===== src/rtl/proc_ctrl_pkg.sv =====
// Shared definitions for the processor run controller: state encoding,
// counter width and a saturating increment helper.
package proc_ctrl_pkg;

   localparam int unsigned CNT_W = 32;

   typedef enum logic [1:0] {
      IDLE = 2'd0,
      RUN  = 2'd1,
      HALT = 2'd2
   } state_e;

   // Increment that sticks at all-ones instead of wrapping.
   function automatic logic [CNT_W-1:0] sat_inc(input logic [CNT_W-1:0] v);
      if (v == {CNT_W{1'b1}}) begin
         return v;
      end
      return v + {{(CNT_W-1){1'b0}}, 1'b1};
   endfunction

endpackage


===== src/rtl/trig_sync.sv =====
// Synchronizes the asynchronous active-low trigger pin into the clk domain and
// produces a registered one-cycle pulse on each falling edge of the synced level.
// A pin already low when reset releases is not treated as a press: the detector
// arms only after the synchronized level has been seen high at least once.
module trig_sync #(
   parameter int unsigned SYNC_STAGES = 2
) (
   input  logic clk,
   input  logic rst_n,
   input  logic trigger,
   output logic trig_fall
);

   logic [SYNC_STAGES-1:0] sync_q, sync_d;
   // Tracks which synchronizer stages hold a real pin sample since reset.
   logic [SYNC_STAGES-1:0] vld_q, vld_d;
   logic                   prev_q, prev_d;
   logic                   armed_q, armed_d;
   logic                   fall_q, fall_d;
   logic                   sync_last;
   logic                   sync_last_vld;

   assign sync_last     = sync_q[SYNC_STAGES-1];
   assign sync_last_vld = vld_q[SYNC_STAGES-1];

   // Next-state for synchronizer chain, edge history, arming and pulse.
   always_comb begin
      sync_d  = {sync_q[SYNC_STAGES-2:0], trigger};
      vld_d   = {vld_q[SYNC_STAGES-2:0], 1'b1};
      prev_d  = sync_last;
      armed_d = armed_q | (sync_last_vld & sync_last);
      fall_d  = armed_q & prev_q & ~sync_last;
   end

   // Synchronizer flops; reset makes the pin look released (idle high).
   always_ff @(posedge clk) begin
      if (!rst_n) begin
         sync_q  <= '1;
         vld_q   <= '0;
         prev_q  <= 1'b1;
         armed_q <= 1'b0;
         fall_q  <= 1'b0;
      end else begin
         sync_q  <= sync_d;
         vld_q   <= vld_d;
         prev_q  <= prev_d;
         armed_q <= armed_d;
         fall_q  <= fall_d;
      end
   end

   assign trig_fall = fall_q;

endmodule


===== src/rtl/proc_run_ctrl.sv =====
// Run controller for the processor: a trigger press starts a run, which ends on
// a fetched all-zero instruction or when the watchdog cycle limit is reached.
// Counts enabled and stalled cycles of the current or last run.
module proc_run_ctrl
   import proc_ctrl_pkg::*;
#(
   parameter int unsigned SYNC_STAGES = 2,
   parameter logic [31:0] WDOG_LIMIT  = 32'h00FF_FFFF
) (
   input  logic             clk,
   input  logic             rst_n,
   input  logic             trigger,
   input  logic [31:0]      inst_word,
   input  logic             data_stall,
   input  logic             du_stall,
   output logic             run_en,
   output logic             proc_en,
   output logic             busy,
   output logic             done,
   output logic             timeout,
   output logic [CNT_W-1:0] cyc_cnt,
   output logic [CNT_W-1:0] stall_cnt
);

   localparam logic [CNT_W-1:0] WDOG_LAST = WDOG_LIMIT - 32'd1;

   state_e           state_q, state_d;
   logic [CNT_W-1:0] cyc_q, cyc_d;
   logic [CNT_W-1:0] stall_q, stall_d;
   logic             timeout_q, timeout_d;

   logic             trig_fall;
   logic             start;
   logic             halt_inst;
   logic             halt_wdog;

   trig_sync #(
      .SYNC_STAGES (SYNC_STAGES)
   ) u_trig_sync (
      .clk       (clk),
      .rst_n     (rst_n),
      .trigger   (trigger),
      .trig_fall (trig_fall)
   );

   // A press is honoured from IDLE or HALT only; presses during RUN are dropped.
   assign start     = trig_fall & (state_q != RUN);
   assign halt_inst = proc_en & (inst_word == 32'h0);
   assign halt_wdog = proc_en & (cyc_q == WDOG_LAST);

   // State register.
   always_ff @(posedge clk) begin
      if (!rst_n) begin
         state_q <= IDLE;
      end else begin
         state_q <= state_d;
      end
   end

   // Next-state decode.
   always_comb begin
      state_d = state_q;
      unique case (state_q)
         IDLE: begin
            if (start) begin
               state_d = RUN;
            end
         end
         RUN: begin
            if (halt_inst || halt_wdog) begin
               state_d = HALT;
            end
         end
         HALT: begin
            if (start) begin
               state_d = RUN;
            end
         end
         default: state_d = IDLE;
      endcase
   end

   // Outputs decoded from state; proc_en alone sees the stall inputs directly.
   always_comb begin
      run_en  = (state_q == RUN);
      busy    = run_en;
      done    = (state_q == HALT);
      proc_en = run_en & ~(data_stall | du_stall);
   end

   // Counter and timeout next-state: clear on start, count only while running.
   always_comb begin
      cyc_d     = cyc_q;
      stall_d   = stall_q;
      timeout_d = timeout_q;
      if (start) begin
         cyc_d     = '0;
         stall_d   = '0;
         timeout_d = 1'b0;
      end else if (run_en) begin
         if (proc_en) begin
            cyc_d = sat_inc(cyc_q);
         end else begin
            stall_d = sat_inc(stall_q);
         end
         if (halt_wdog) begin
            timeout_d = 1'b1;
         end
      end
   end

   // Counter and timeout registers.
   always_ff @(posedge clk) begin
      if (!rst_n) begin
         cyc_q     <= '0;
         stall_q   <= '0;
         timeout_q <= 1'b0;
      end else begin
         cyc_q     <= cyc_d;
         stall_q   <= stall_d;
         timeout_q <= timeout_d;
      end
   end

   assign cyc_cnt   = cyc_q;
   assign stall_cnt = stall_q;
   assign timeout   = timeout_q;

endmodule


===== config.mk =====
export PLATFORM = sky130hd
export DESIGN_NAME = proc_run_ctrl
export DESIGN_NICKNAME = d
export VERILOG_FILES = /design/src/rtl/proc_ctrl_pkg.sv /design/src/rtl/trig_sync.sv /design/src/rtl/proc_run_ctrl.sv
export SDC_FILE = /design/constraint.sdc
export NUM_CORES = 1
export LEC_CHECK = 0
export CAP_MARGIN = 20
export CORE_ASPECT_RATIO = 2
export CORE_MARGIN = 4
export CORE_UTILIZATION = 44
export DETAILED_ROUTE_END_ITERATION = 12
export PLACE_DENSITY = 0.77
export SETUP_SLACK_MARGIN = 0.2
export SYNTH_ARGS = -nofsm -noshare
export SYNTH_HDL_FRONTEND = slang
export SYNTH_SLANG_ARGS = --single-unit

===== constraint.sdc =====
create_clock -name clk -period 1.85 [get_ports clk]
set_clock_uncertainty 0.05 [all_clocks]
set_input_delay 0.4625 -clock clk [delete_from_list [all_inputs] [get_ports clk]]
set_output_delay 0.4625 -clock clk [all_outputs]
set_load 0.02 [all_outputs]

After elaboration in Yosys (flattened, before gate mapping)
Index checks and enable logic that the tools add are counted.
{"block": "totals", "ff_bits": 74, "in_bits": 37, "output_inout_bits": 69, "elab_cells": 58}
{"block": "op_classes", "n_addsub": 2, "eq_ne": 10, "n_mux": 14, "bitwise": 13, "n_reduce_logical": 9}
{"cell": "32-bit by 1-bit adder with 32-bit output (second input constant)", "n": 2}
{"cell": "32-bit == test (second input constant)", "n": 2}
{"cell": "32-bit two-way mux", "n": 2}
{"cell": "32-bit by 24-bit == test with 1-bit output (second input constant)", "n": 1}
{"cell": "32-bit zero test", "n": 1}
{"cell": "1-bit two-way mux", "n": 9}
{"cell": "1-bit bitwise AND", "n": 7}
{"cell": "2-bit by 1-bit inequality test with 1-bit output (second input constant)", "n": 3}
{"cell": "3-bit AND reduction", "n": 2}
{"cell": "2-bit two-way mux", "n": 2}
{"cell": "2-bit inequality test (second input constant)", "n": 2}
{"cell": "1-bit NOT", "n": 4}
{"cell": "2-bit one-hot mux with 2 select lines", "n": 1}
{"cell": "2-bit AND reduction", "n": 2}
{"cell": "2-bit OR reduction", "n": 2}
{"cell": "2-bit by 1-bit == test with 1-bit output (second input constant)", "n": 1}
{"cell": "2-bit == test (second input constant)", "n": 1}
{"cell": "2-bit zero test", "n": 1}
{"cell": "1-bit bitwise OR", "n": 2}
{"cell": "1-bit logical OR", "n": 1}

Depth between registers and ports, before layout
Gate-level depths: netlist (run 1).
{"block": "depth", "depth_word": 8, "ltp_mapped": 10, "depth_no_buf": 8}

By module
A second synthesis (run 1) with hierarchy kept.
{"block": "hier_totals", "cells_unflattened": 460, "area_unflattened_um2": 3683.5}
{"mod": "proc_run_ctrl", "instances": 1, "cells_per_inst": 445, "area_per_inst_um2": 3493.4, "seq_area_each_um2": 1341.3}
{"mod": "trig_sync", "instances": 1, "cells_per_inst": 15, "area_per_inst_um2": 190.2, "seq_area_each_um2": 140.1}

Least setup slack after synthesis (run 1)
No wires, ideal clock.
{"block": "synth_path", "path_kind": "reg2reg", "startpoint": "reg cyc_q[0] (netlist: cyc_cnt[0])", "endpoint": "reg cyc_q[0] (netlist: cyc_cnt[0])", "setup_ns": 0.070, "arrival_ns": 1.952, "required_time_ns": 1.730, "path_slack_ns": -0.222, "stages_incl_launch_ff": 8, "n_path_buf": 1, "synth_period_minus_slack_ns": 2.072, "path_cell_list": "dfxtp_1 > ha_1 > and3_1 > and4_1 > and3_1 > clkbuf_1 > or3_2 > a21oi_1"}
{"block": "synth_between", "elab_chain_cells": 7, "word_cells_on_any_way": 9, "cone_classes": "add/sub (1); eq/ne (2); mux (5); reduce/logical (1)"}
{"item": "start, declared", "line": "proc_run_ctrl.sv:28", "rtl": "logic [CNT_W-1:0] cyc_q, cyc_d;"}
{"item": "start signal, assigned", "line": "proc_run_ctrl.sv:119", "rtl": "cyc_q <= cyc_d;"}
{"item": "32-bit == test", "line": "proc_ctrl_pkg.sv:15", "rtl": "if (v == {CNT_W{1'b1}}) begin"}
{"item": "1-bit two-way mux", "line": "proc_ctrl_pkg.sv:15"}
{"item": "1-bit two-way mux", "line": "proc_run_ctrl.sv:101", "rtl": "if (proc_en) begin"}
{"item": "1-bit two-way mux", "line": "proc_run_ctrl.sv:100", "rtl": "end else if (run_en) begin"}
{"item": "1-bit two-way mux", "line": "proc_run_ctrl.sv:96", "rtl": "if (start) begin"}
{"item": "2-bit inequality test (no source line)"}
{"item": "3-bit AND reduction (no source line)"}
Parallel ways exist; a longest one is shown, timed or not. The select of a mux whose other input is x is not followed.
A chain may end at the register's enable or synchronous reset.

Worst setup path after layout (run 1)
{"block": "layout_path", "startpoint": "reg cyc_q[0] (netlist: cyc_cnt[0])", "endpoint": "reg cyc_q[26] (netlist: cyc_cnt[26])"}
Same word-level chain as after synthesis.

==> results of run 1 <==
[per-stage QoR]
stage	utilization (%)	instances
finish	87.95	795
global route	87.95	795
CTS	82.39	778
detailed placement	70.69	726
global placement	70.69	726
floorplan	-	449
[flip-flops by register name, indices dropped and copies added, names as in the netlist]
| name | cells |
|---|---|
| cyc_cnt | 32 |
| stall_cnt | 32 |
| state_q | 2 |
| u_trig_sync.sync_q | 2 |
| u_trig_sync.vld_q | 2 |
| timeout | 1 |
| u_trig_sync.armed_q | 1 |
| u_trig_sync.prev_q | 1 |
| u_trig_sync.trig_fall | 1 |
[Yosys cell counts (11+ instances only)]
master / n
dfxtp_1: 74
nor2_1: 25
or3_1: 29
nand4_1: 22
a21oi_1: 41
o21ai_0: 31
clkbuf_1: 11
nand3_1: 17
or4_1: 14
and4_1: 14
nand2_1: 43
nor4_1: 13
[how the worst min path moves through the flow]
stage	end	depth (start not counted)	slack, ps	from
2_1_floorplan	u_trig_sync.sync_q[1]	1	340	u_trig_sync.sync_q[0]
3_3_place_gp	u_trig_sync.sync_q[1]	1	350	u_trig_sync.sync_q[0]
3_5_place_dp	u_trig_sync.sync_q[1]	1	360	u_trig_sync.sync_q[0]
4_1_cts	u_trig_sync.vld_q[1]	1	380	u_trig_sync.vld_q[0]
5_1_grt	u_trig_sync.sync_q[1]	1	430	u_trig_sync.sync_q[0]
6_report	u_trig_sync.vld_q[1]	1	410	u_trig_sync.vld_q[0]
[final cells by class]
cell class	instances	area, um^2
clock buffers	11	232.7
clock inverters	5	78.83
fillers	363	1006
inverters	6	32.53
multi-input cells	351	2884
flip-flops and latches	74	1630
well taps	98	122.6
repair buffers	250	2364
[placed cells by master, fill, tap and decap left out, drive strengths merged, types with 10 or more instances in the layout]
master         instances
a21oi                 41
and2                  10
and4                  17
buf                  148
clkbuf                24
clkdlybuf4s15         29
clkdlybuf4s50         34
dfxtp                 74
dlygate4sd2           26
nand2                 44
nand3                 17
nand4                 25
nor2                  25
nor4                  14
o21ai                 34
or3                   31
or4                   14
[what timing repair did]
action / in CTS / in global routing
endpoints found under the hold margin: 0 / 0
cloned: 5 / 4
pin swaps: 54 / 39
gates resized for setup: 226 / 103
setup endpoints to repair: 136 / 98
buffers inserted: 31 / 13
[power breakdown]
part	internal, W	switching (W)
Combinational	0.000127	0.0000929
Sequential	0.00156	0.00000470
Clock	0.00118	0.000706
[cells by family after synthesis]
kind of cell,share of synthesized area (%)
DFF,39.17
and+or+nand+nor,36.25
buffers and inverters,3.738
AOI/OAI and AO/OA,16.54
xor gates and xnor gates,2.779
muxes,0.5293
adders and majority gates,0.9925
[routing by layer]
layer	vias up	wire length, um	global-route usage [%]
met3	126	1124	6.531
met5	-	0	0
met2	316	10710	58.61
met1	2440	6003	30.98
li1	2198	-	-
met4	0	1382	20.44
==> out/results.ini, run 1 <==
[clock_tree]
clkSinkCount = 74
cts.path.max_buffers = 2
cts_root_buffer = clkbuf_16
clk_latency_ps = 340
cts.clk_slew.worst_paths_ps = 60
htree_levels = 3
ctsHoldBuffers = 0
cts_tree = yes
cts_made_buffers = 9

[setup_path]
critPathMaxFanout = 7
worstReg2RegStart = cyc_cnt[0]
slowest_delay_ps = 440
path_delay_family = simple AND/OR/NAND/NOR gates
path_cells = ha_4 > buf_6 > and4_1 > a2111o_1 > or4_4 > o21ai_2
timing.rr.end = cyc_cnt[26]
ff2ff_setup_slack_ps = -120
critPathCaptureType = register
reg2reg_depth = 6
worst_ep_arrival_time_ps = 2190
crit_buf_inv = 1
required_ps = 2070
startpoint_type = register
crit_path_start = cyc_cnt[0]
endpoint = cyc_cnt[26]
cp_slowest_cell = a2111o_1
critical_path_class = reg2reg
critical_path_depth = 6

[final_layout]
diodes = 0
area_growth_pct = 94.18
drive_gt1_share_pct = 53.80
nets = 732
finish.instance_area_um2 = 7345

[timing]
finalSetupTns_ps = -2149
period_minus_slack_ps = 1971
fin_ws_ps = -121.1
fin_crit_sh_pct = 106.5
fmax_mhz = 507.3
timing.hold.ws_ps = 411.6
finalSetupViolCount = 38
hold_violations = 0
worst_slew_pin_slew_ps = 603.8
relSlewSlack_pct = 59.48
slew_viol_final = 0
rsz0062_at_grt = true

[pwr]
p_per_area_nw_per_um2 = 499.5
ir_drop_mv = 0.4663
total_power_w = 0.003668
power.leakage_nw = 2.919

[synth]
yosys_most_used_dff = dfxtp_1
synthCells = 449
synthArstFlopShare_pct = 0
synth_top_area_share_pct = 39.17
syn_nets = 489
ys_warn_count = 0
syn_avg_cell_area_um2 = 8.424
yosysSeqAreaShare_pct = 39.17
synth_area_um2 = 3782
yosys-top-cells-area = dfxtp_1, a21oi_1, or3_1, nand2_1, o21ai_0
synth_top_area_cell = dfxtp_1
synth_edf_count = 0
ys_types = 61
yosys_register_bits = 74

[grt]
grt_pass1_vias = 5149
grt_overflow_total = 0
grt_pass1_wl_mm = 25.81
grt_usage_pct = 32.19
antenna_found_initial = 0
grt_max_degree = 29

[placed_design]
hpwl_mm = 9.671
dp_slack_ps = -573.6
port_buffers = 105
gp_congestion = 0.9729
placed_area_um2 = 5903

[route]
wirelength_mm = 19.22
viasPerCell = 6.390
wl_per_cell_um = 24.18
drcViolationCount = 0
vias = 5080
drtIter0Drc = 384
ant_nets = 0
dr.pass1.iters = 5

[die]
die_area_um2 = 10230
dieHeight_um = 139.1
die_x_um = 73.56
row_count = 47
core_area_um2 = 8351
io_pins = 106
start_util_pct = 45.30

[outcome]
outcome = finished, violations left
violations = setup timing

[min_path]
hp-class = reg2reg

[run]
max_cap_viol_count = 0

Note: power is estimated with default switching activity, not from simulation.
==> run 2, diff against run 1 <==
--- a/config.mk
+++ b/config.mk
@@ -10,6 +10,7 @@
 export CORE_MARGIN = 4
 export CORE_UTILIZATION = 44
 export DETAILED_ROUTE_END_ITERATION = 12
+export HOLD_SLACK_MARGIN = 0.08
 export PLACE_DENSITY = 0.77
 export SETUP_SLACK_MARGIN = 0.2
 export SYNTH_ARGS = -nofsm -noshare
==> results of run 2 <==
Final layout, timing and power as in run 1 (identical DEF).
==> run 3, diff against run 2 <==
--- a/config.mk
+++ b/config.mk
@@ -5,7 +5,6 @@
 export SDC_FILE = /design/constraint.sdc
 export NUM_CORES = 1
 export LEC_CHECK = 0
-export CAP_MARGIN = 20
 export CORE_ASPECT_RATIO = 2
 export CORE_MARGIN = 4
 export CORE_UTILIZATION = 44
==> results of run 3 <==
Final layout, timing and power as in run 1 (identical DEF).
